**config.mk**
```make
export PLATFORM = sky130hd
export DESIGN_NAME = mem_stage
export DESIGN_NICKNAME = d
export VERILOG_FILES = /design/src/rtl/mem_stage_pkg.sv /design/src/rtl/mem_stage_align.sv /design/src/rtl/mem_stage.sv
export SDC_FILE = /design/constraint.sdc
export NUM_CORES = 1
export LEC_CHECK = 0
export CAP_MARGIN = 10
export CORE_AREA = 2 2 222 224
export DETAILED_ROUTE_END_ITERATION = 7
export DIE_AREA = 0 0 224 226
export PLACE_DENSITY_LB_ADDON = 0.2
export RECOVER_POWER = 100
export SLEW_MARGIN = 20
export SYNTH_ARGS = -nofsm -noshare
export SYNTH_HDL_FRONTEND = slang
export SYNTH_SLANG_ARGS = --single-unit
```
**constraint.sdc**
```tcl
create_clock -name clk -period 2.9 [get_ports clk]
set_input_delay 0.29 -clock clk [delete_from_list [all_inputs] [get_ports clk]]
set_output_delay 0.29 -clock clk [all_outputs]
set_load 0.01 [all_outputs]
```
**src/rtl/mem_stage_pkg.sv**
```systemverilog
// Shared pipeline and data-bus types for the memory stage: bus request/response
// records, control fields, stage records and the bus handshake state enum.
package mem_stage_pkg;

  typedef enum logic [2:0] {
    MSIZE1 = 3'd0,
    MSIZE2 = 3'd1,
    MSIZE4 = 3'd2,
    MSIZE8 = 3'd3
  } msize_t;

  typedef logic [7:0] strobe_t;

  typedef struct packed {
    logic        valid;
    logic [63:0] addr;
    msize_t      size;
    strobe_t     strobe;
    logic [63:0] data;
  } dbus_req_t;

  typedef struct packed {
    logic        addr_ok;
    logic        data_ok;
    logic [63:0] data;
  } dbus_resp_t;

  localparam logic [1:0] MEMRW_NONE  = 2'b00;
  localparam logic [1:0] MEMRW_LOAD  = 2'b01;
  localparam logic [1:0] MEMRW_STORE = 2'b10;
  localparam logic [1:0] WB_PC4      = 2'd2;

  typedef struct packed {
    logic       RegWrite;
    logic [4:0] wa;
    logic [1:0] MemRW;
    msize_t     msize;
    logic       mem_unsigned;
    logic       loadEn;
    logic [1:0] WBSel;
  } control_t;

  typedef struct packed {
    logic        valid;
    logic [63:0] pc;
    control_t    ctl;
    logic [63:0] alu;
    logic [63:0] rs2;
  } execute_data_t;

  typedef struct packed {
    logic        valid;
    logic [63:0] pc;
    control_t    ctl;
    logic [63:0] result;
    logic        addr31;
  } memory_data_t;

  typedef enum logic [1:0] {
    IDLE      = 2'd0,
    WAIT_ADDR = 2'd1,
    WAIT_DATA = 2'd2
  } mem_state_t;

  // Natural alignment check on the low address bits.
  function automatic logic is_misaligned(input msize_t size, input logic [2:0] offset);
    case (size)
      MSIZE2:  is_misaligned = offset[0];
      MSIZE4:  is_misaligned = |offset[1:0];
      MSIZE8:  is_misaligned = |offset;
      default: is_misaligned = 1'b0;
    endcase
  endfunction

endpackage

```
**src/rtl/mem_stage_align.sv**
```systemverilog
// Byte-lane logic for the memory stage: store strobe/data placement within the
// 64-bit bus word, and load lane extraction with zero/sign extension.
module mem_align
  import mem_stage_pkg::*;
(
  input  msize_t      i_size,
  input  logic [2:0]  i_offset,
  input  logic [63:0] i_store_data,
  input  logic [63:0] i_load_raw,
  input  logic        i_unsigned,
  output strobe_t     o_strobe,
  output logic [63:0] o_wdata,
  output logic [63:0] o_rdata
);

  logic [5:0]  w_shamt;
  strobe_t     w_base_strobe;
  logic [63:0] w_lane;

  assign w_shamt = {i_offset, 3'b000};

  always_comb begin
    case (i_size)
      MSIZE1:  w_base_strobe = 8'h01;
      MSIZE2:  w_base_strobe = 8'h03;
      MSIZE4:  w_base_strobe = 8'h0F;
      default: w_base_strobe = 8'hFF;
    endcase
  end

  // Bytes shifted past lane 7 are dropped, never wrapped.
  assign o_strobe = w_base_strobe << i_offset;
  assign o_wdata  = i_store_data << w_shamt;
  assign w_lane   = i_load_raw >> w_shamt;

  always_comb begin
    case (i_size)
      MSIZE1:  o_rdata = i_unsigned ? {56'd0, w_lane[7:0]}  : {{56{w_lane[7]}},  w_lane[7:0]};
      MSIZE2:  o_rdata = i_unsigned ? {48'd0, w_lane[15:0]} : {{48{w_lane[15]}}, w_lane[15:0]};
      MSIZE4:  o_rdata = i_unsigned ? {32'd0, w_lane[31:0]} : {{32{w_lane[31]}}, w_lane[31:0]};
      default: o_rdata = w_lane;
    endcase
  end

endmodule

```
**src/rtl/mem_stage.sv**
```systemverilog
// Memory-access pipeline stage: one valid/addr_ok/data_ok bus transaction per
// memory instruction. Optional misaligned-access trap via MEM_MISALIGN_TRAP_EN.
module mem_stage
  import mem_stage_pkg::*;
(
  input  logic          clk,
  input  logic          resetn,
  input  execute_data_t dataE,
  output memory_data_t  dataM,
  output logic          stallM,
  output dbus_req_t     dreq,
  input  dbus_resp_t    dresp
`ifdef MEM_MISALIGN_TRAP_EN
  ,
  output logic          misalign
`endif
);

  mem_state_t   r_state;
  memory_data_t w_next;
  logic         w_is_mem;
  logic         w_is_store;
  logic         w_misalign;
  logic         w_bus_op;
  logic         w_done;
  strobe_t      w_strobe;
  logic [63:0]  w_wdata;
  logic [63:0]  w_rdata;

  assign w_is_mem   = dataE.valid && (dataE.ctl.MemRW != MEMRW_NONE);
  assign w_is_store = dataE.ctl.MemRW == MEMRW_STORE;

`ifdef MEM_MISALIGN_TRAP_EN
  logic r_misalign;
  assign w_misalign = w_is_mem && is_misaligned(dataE.ctl.msize, dataE.alu[2:0]);
  assign misalign   = r_misalign;
`else
  assign w_misalign = 1'b0;
`endif

  // A trapped access never reaches the bus.
  assign w_bus_op = w_is_mem && !w_misalign;

  mem_align u_align (
    .i_size       (dataE.ctl.msize),
    .i_offset     (dataE.alu[2:0]),
    .i_store_data (dataE.rs2),
    .i_load_raw   (dresp.data),
    .i_unsigned   (dataE.ctl.mem_unsigned),
    .o_strobe     (w_strobe),
    .o_wdata      (w_wdata),
    .o_rdata      (w_rdata)
  );

  always_comb begin
    case (r_state)
      IDLE, WAIT_ADDR: w_done = dresp.addr_ok && dresp.data_ok;
      WAIT_DATA:       w_done = dresp.data_ok;
      default:         w_done = 1'b0;
    endcase
  end

  assign stallM = w_bus_op && !w_done;

  // Request is masked while reset is held so an abandoned request drops at once.
  always_comb begin
    dreq        = '0;
    dreq.valid  = resetn && w_bus_op && (r_state != WAIT_DATA);
    dreq.addr   = dataE.alu;
    dreq.size   = dataE.ctl.msize;
    dreq.strobe = w_is_store ? w_strobe : 8'h00;
    dreq.data   = w_wdata;
  end

  always_comb begin
    w_next        = '0;
    w_next.valid  = dataE.valid;
    w_next.pc     = dataE.pc;
    w_next.ctl    = dataE.ctl;
    w_next.addr31 = w_is_mem ? dataE.alu[31] : 1'b1;
    if (w_misalign)
      w_next.result = 64'd0;
    else if (dataE.ctl.loadEn)
      w_next.result = w_rdata;
    else if (dataE.ctl.WBSel == WB_PC4)
      w_next.result = dataE.pc + 64'd4;
    else
      w_next.result = dataE.alu;
  end

  always_ff @(posedge clk or negedge resetn) begin
    if (!resetn) begin
      r_state <= IDLE;
      dataM   <= '0;
`ifdef MEM_MISALIGN_TRAP_EN
      r_misalign <= 1'b0;
`endif
    end else begin
      case (r_state)
        IDLE: begin
          if (w_bus_op) begin
            if (!dresp.addr_ok)
              r_state <= WAIT_ADDR;
            else if (!dresp.data_ok)
              r_state <= WAIT_DATA;
          end
        end
        WAIT_ADDR: begin
          if (dresp.addr_ok)
            r_state <= dresp.data_ok ? IDLE : WAIT_DATA;
        end
        WAIT_DATA: begin
          if (dresp.data_ok)
            r_state <= IDLE;
        end
        default: r_state <= IDLE;
      endcase

      if (!stallM) begin
        dataM <= w_next;
`ifdef MEM_MISALIGN_TRAP_EN
        r_misalign <= w_misalign;
`endif
      end else begin
        dataM.valid <= 1'b0;
      end
    end
  end

endmodule
```
==> results.json <==
{
  "critPathSlowestCell": "a2111oi_1",
  "wire_per_inst_um": 25.12,
  "syn_to_final_growth_pct": 56.25,
  "crit_arrival_ps": 3100,
  "ctsResizeCount": 0,
  "drtAntennaViolNets": 0,
  "path_cells": "clkdlybuf4s50_1, mux2_2, or3_1, nand4_1, clkbuf_1, nand3_2, clkbuf_1, a2111oi_1, o22ai_1",
  "irDropWorstVdd_uv": 319.9,
  "drv_slew": 148,
  "ys_seq_area_share_pct": 30.33,
  "start_util_pct": 25.09,
  "post-place-cells": 2707,
  "holdWs_ps": 363.8,
  "grt_max_degree": 148,
  "antenna_found_initial": 16,
  "path_clk_slew_ps": 70,
  "clock_sink_count": 147,
  "synth_top_area_share_pct": 30.33,
  "post-cts-setup-buffers": 0,
  "relSlewSlack_pct": -47.54,
  "leakagePower_nw": 8.088,
  "maxCapViolations": 1,
  "fmax_mhz": 358.2,
  "power_density_mw_per_mm2": 403.3,
  "finalCritPeriodShare_pct": 96.26,
  "violations": "max-capacitance violations, max-slew violations",
  "routabilityCongestion": 0.8613,
  "rows": 81,
  "setup.worst_path.class": "primary input to register",
  "yosys_warnings": 0,
  "grt_pass1_wl_um": 97440,
  "synth_edf_count": 0,
  "dieArea_sq_mm": 0.05062,
  "slowest_delay_ps": 470,
  "finalHoldViolations": 0,
  "root_buffer": "clkbuf_16",
  "setup_tns_ps": 0,
  "coreArea_sq_mm": 0.04834,
  "cts_tree": "built",
  "period_minus_slack_ps": 2791,
  "numCtsBuffers": 17,
  "grt_pass1_vias": 14020,
  "clk_latency_ps": 450,
  "setup_viol": 0,
  "syn_avg_cell_area_sq_um": 7.538,
  "critical_path.startpoint_type": "primary input",
  "die_h_um": 226,
  "first_pass_iters": 7,
  "vias": 14220,
  "clockBufferDepth": 2,
  "die_w_um": 224,
  "status": "finished with violations",
  "drive_gt1_share_pct": 9.778,
  "setup.worst_path.end_class": "register",
  "skew_ps": 9.182,
  "worstMarginPinSlew_ps": 2213,
  "synth_area_sq_mm": 0.01213,
  "synth-async-reset-ratio_pct": 100.0,
  "io_pins": 562,
  "dpl.hpwl_um": 55800,
  "synth_flop_cell": "dfrtp_1",
  "synth_seq_cells": 147,
  "ys_top_cells_by_area": "dfrtp_1 (30%), nand2_1 (11%), mux2i_1 (7.3%)",
  "hold_path.class": "primary input to register",
  "worst_path_most_repeated_cell": "clkbuf_1",
  "syn_inst": 1609,
  "routed_via_density": 5.174,
  "overflow": 0,
  "routed_wl_um": 69040,
  "track_usage_pct": 26.49,
  "cp.required_ps": 3210,
  "ys_types": 67,
  "io_buffers": 561,
  "synthesis.nets": 1886,
  "cp_max_fo": 11,
  "h-tree-depth": 4,
  "final_cells": 2748,
  "synth_top_cell_by_area": "dfrtp_1",
  "rsz0062_at_grt": "false",
  "postCtsHoldBufs": 0,
  "drcViolationCount": 0,
  "fin_nets": 2381,
  "mostFrequentLayoutCells": "nand2_1 (356), clkdlybuf4s50_1 (297), dlygate4sd3_1 (260)",
  "n_fill_cell": 5104,
  "dr.first_iter.drc_count": 1149,
  "layout_commonest_cell": "nand2_1"
}
## cell families after synthesis
kind of cell               count (synthesis)  share of synthesized area [%]
xor gates and xnor gates                  41                          2.961
DFF                                      147                          30.33
buffers and inverters                    204                          9.346
muxes                                    122                          10.79
adders and majority gates                  1                         0.1031
and+or+nand+nor                          706                          26.53
AOI/OAI and AO/OA                        388                          19.94
## report_power, final
group	internal, mW	total (mW)	switching, mW
Sequential	2.30	2.45	0.148
Combinational	1.34	2.86	1.53
Clock	1.31	2.33	1.02
## synthesized netlist by cell type, drive strengths merged (3+ instances only)
cell,n
a2111oi,5
a211oi,22
a21boi,3
a21oi,110
a221o,7
a221oi,6
a222oi,7
a22oi,7
a31o,11
a32oi,5
and2,18
and3,45
and4,10
buf,130
clkbuf,63
dfrtp,147
inv,11
mux2,30
mux2i,88
mux4,4
nand2,357
nand2b,7
nand3,38
nand4,20
nor2,150
nor2b,11
nor3,25
nor3b,4
nor4,13
o211ai,25
o21a,5
o21ai,128
o221ai,9
o22ai,16
o311ai,3
o31a,3
o31ai,6
or2,4
or3,3
xnor2,25
xor2,16
## metal layers
layer | up-vias | GRT usage, % | part of all wire (%)
li1 | 6629 | - | -
met1 | 6836 | 30.63 | 40
met2 | 655 | 48.32 | 50
met3 | 85 | 6.635 | 7.6
met4 | 12 | 7.204 | 2.6
met5 | - | 0 | 0.094
## metrics by stage
step                      area, sq um  power (mW)  setup slack, ps  utilization (%)
after detailed placement        18430       5.515            35.35            38.13
final                           18950       7.643            108.5            39.20
after CTS                       19030       7.862            100.3            39.36
after global placement          18430       5.506            34.09            38.13
after floorplan                 12130       3.685            722.9                -
after global routing            18940       7.975            18.53            39.17
## final cells by class
cell class | instances | area (sq um) | share of cell area [%]
antenna | 9 | 22.52 | 0.1188
timing repair buffer | 669 | 6500 | 34.30
sequential | 147 | 3679 | 19.41
multi-input combinational | 1258 | 7332 | 38.69
clock buffer | 20 | 446.7 | 2.357
tap | 622 | 778.2 | 4.106
inverter | 11 | 46.29 | 0.2443
clock inverter | 12 | 147.6 | 0.7790
## state kept, by name (all words and copies together), names as in the netlist
signal   flops
dataM      145
r_state      2
## worst paths after layout
kind,from,endpoint,slack [ps],cells past startpoint
max,dresp[15],dataM[56]$_DFFE_PN0N_,110,9
min,dataE[137],dataM[74]$_DFFE_PN0N_,360,3
max reg2reg,r_state[1]$_DFFE_PN0P_,dataM[56]$_DFFE_PN0N_,250,7
min reg2reg,dataM[116]$_DFFE_PN0N_,dataM[116]$_DFFE_PN0N_,460,2
max in group asynchronous,resetn,dataM[51]$_DFFE_PN0N_,790,2
min in group asynchronous,resetn,r_state[0]$_DFFE_PN0P_,650,2
## worst max-delay path, delay by kind of cell
| family | cells | cell delay (ps) |
|---|---|---|
| buf+inv | 3 | 1190 |
| compound gates | 2 | 620 |
| simple gates | 3 | 700 |
| mux | 1 | 300 |
Note: power is estimated with default switching activity, not from simulation.
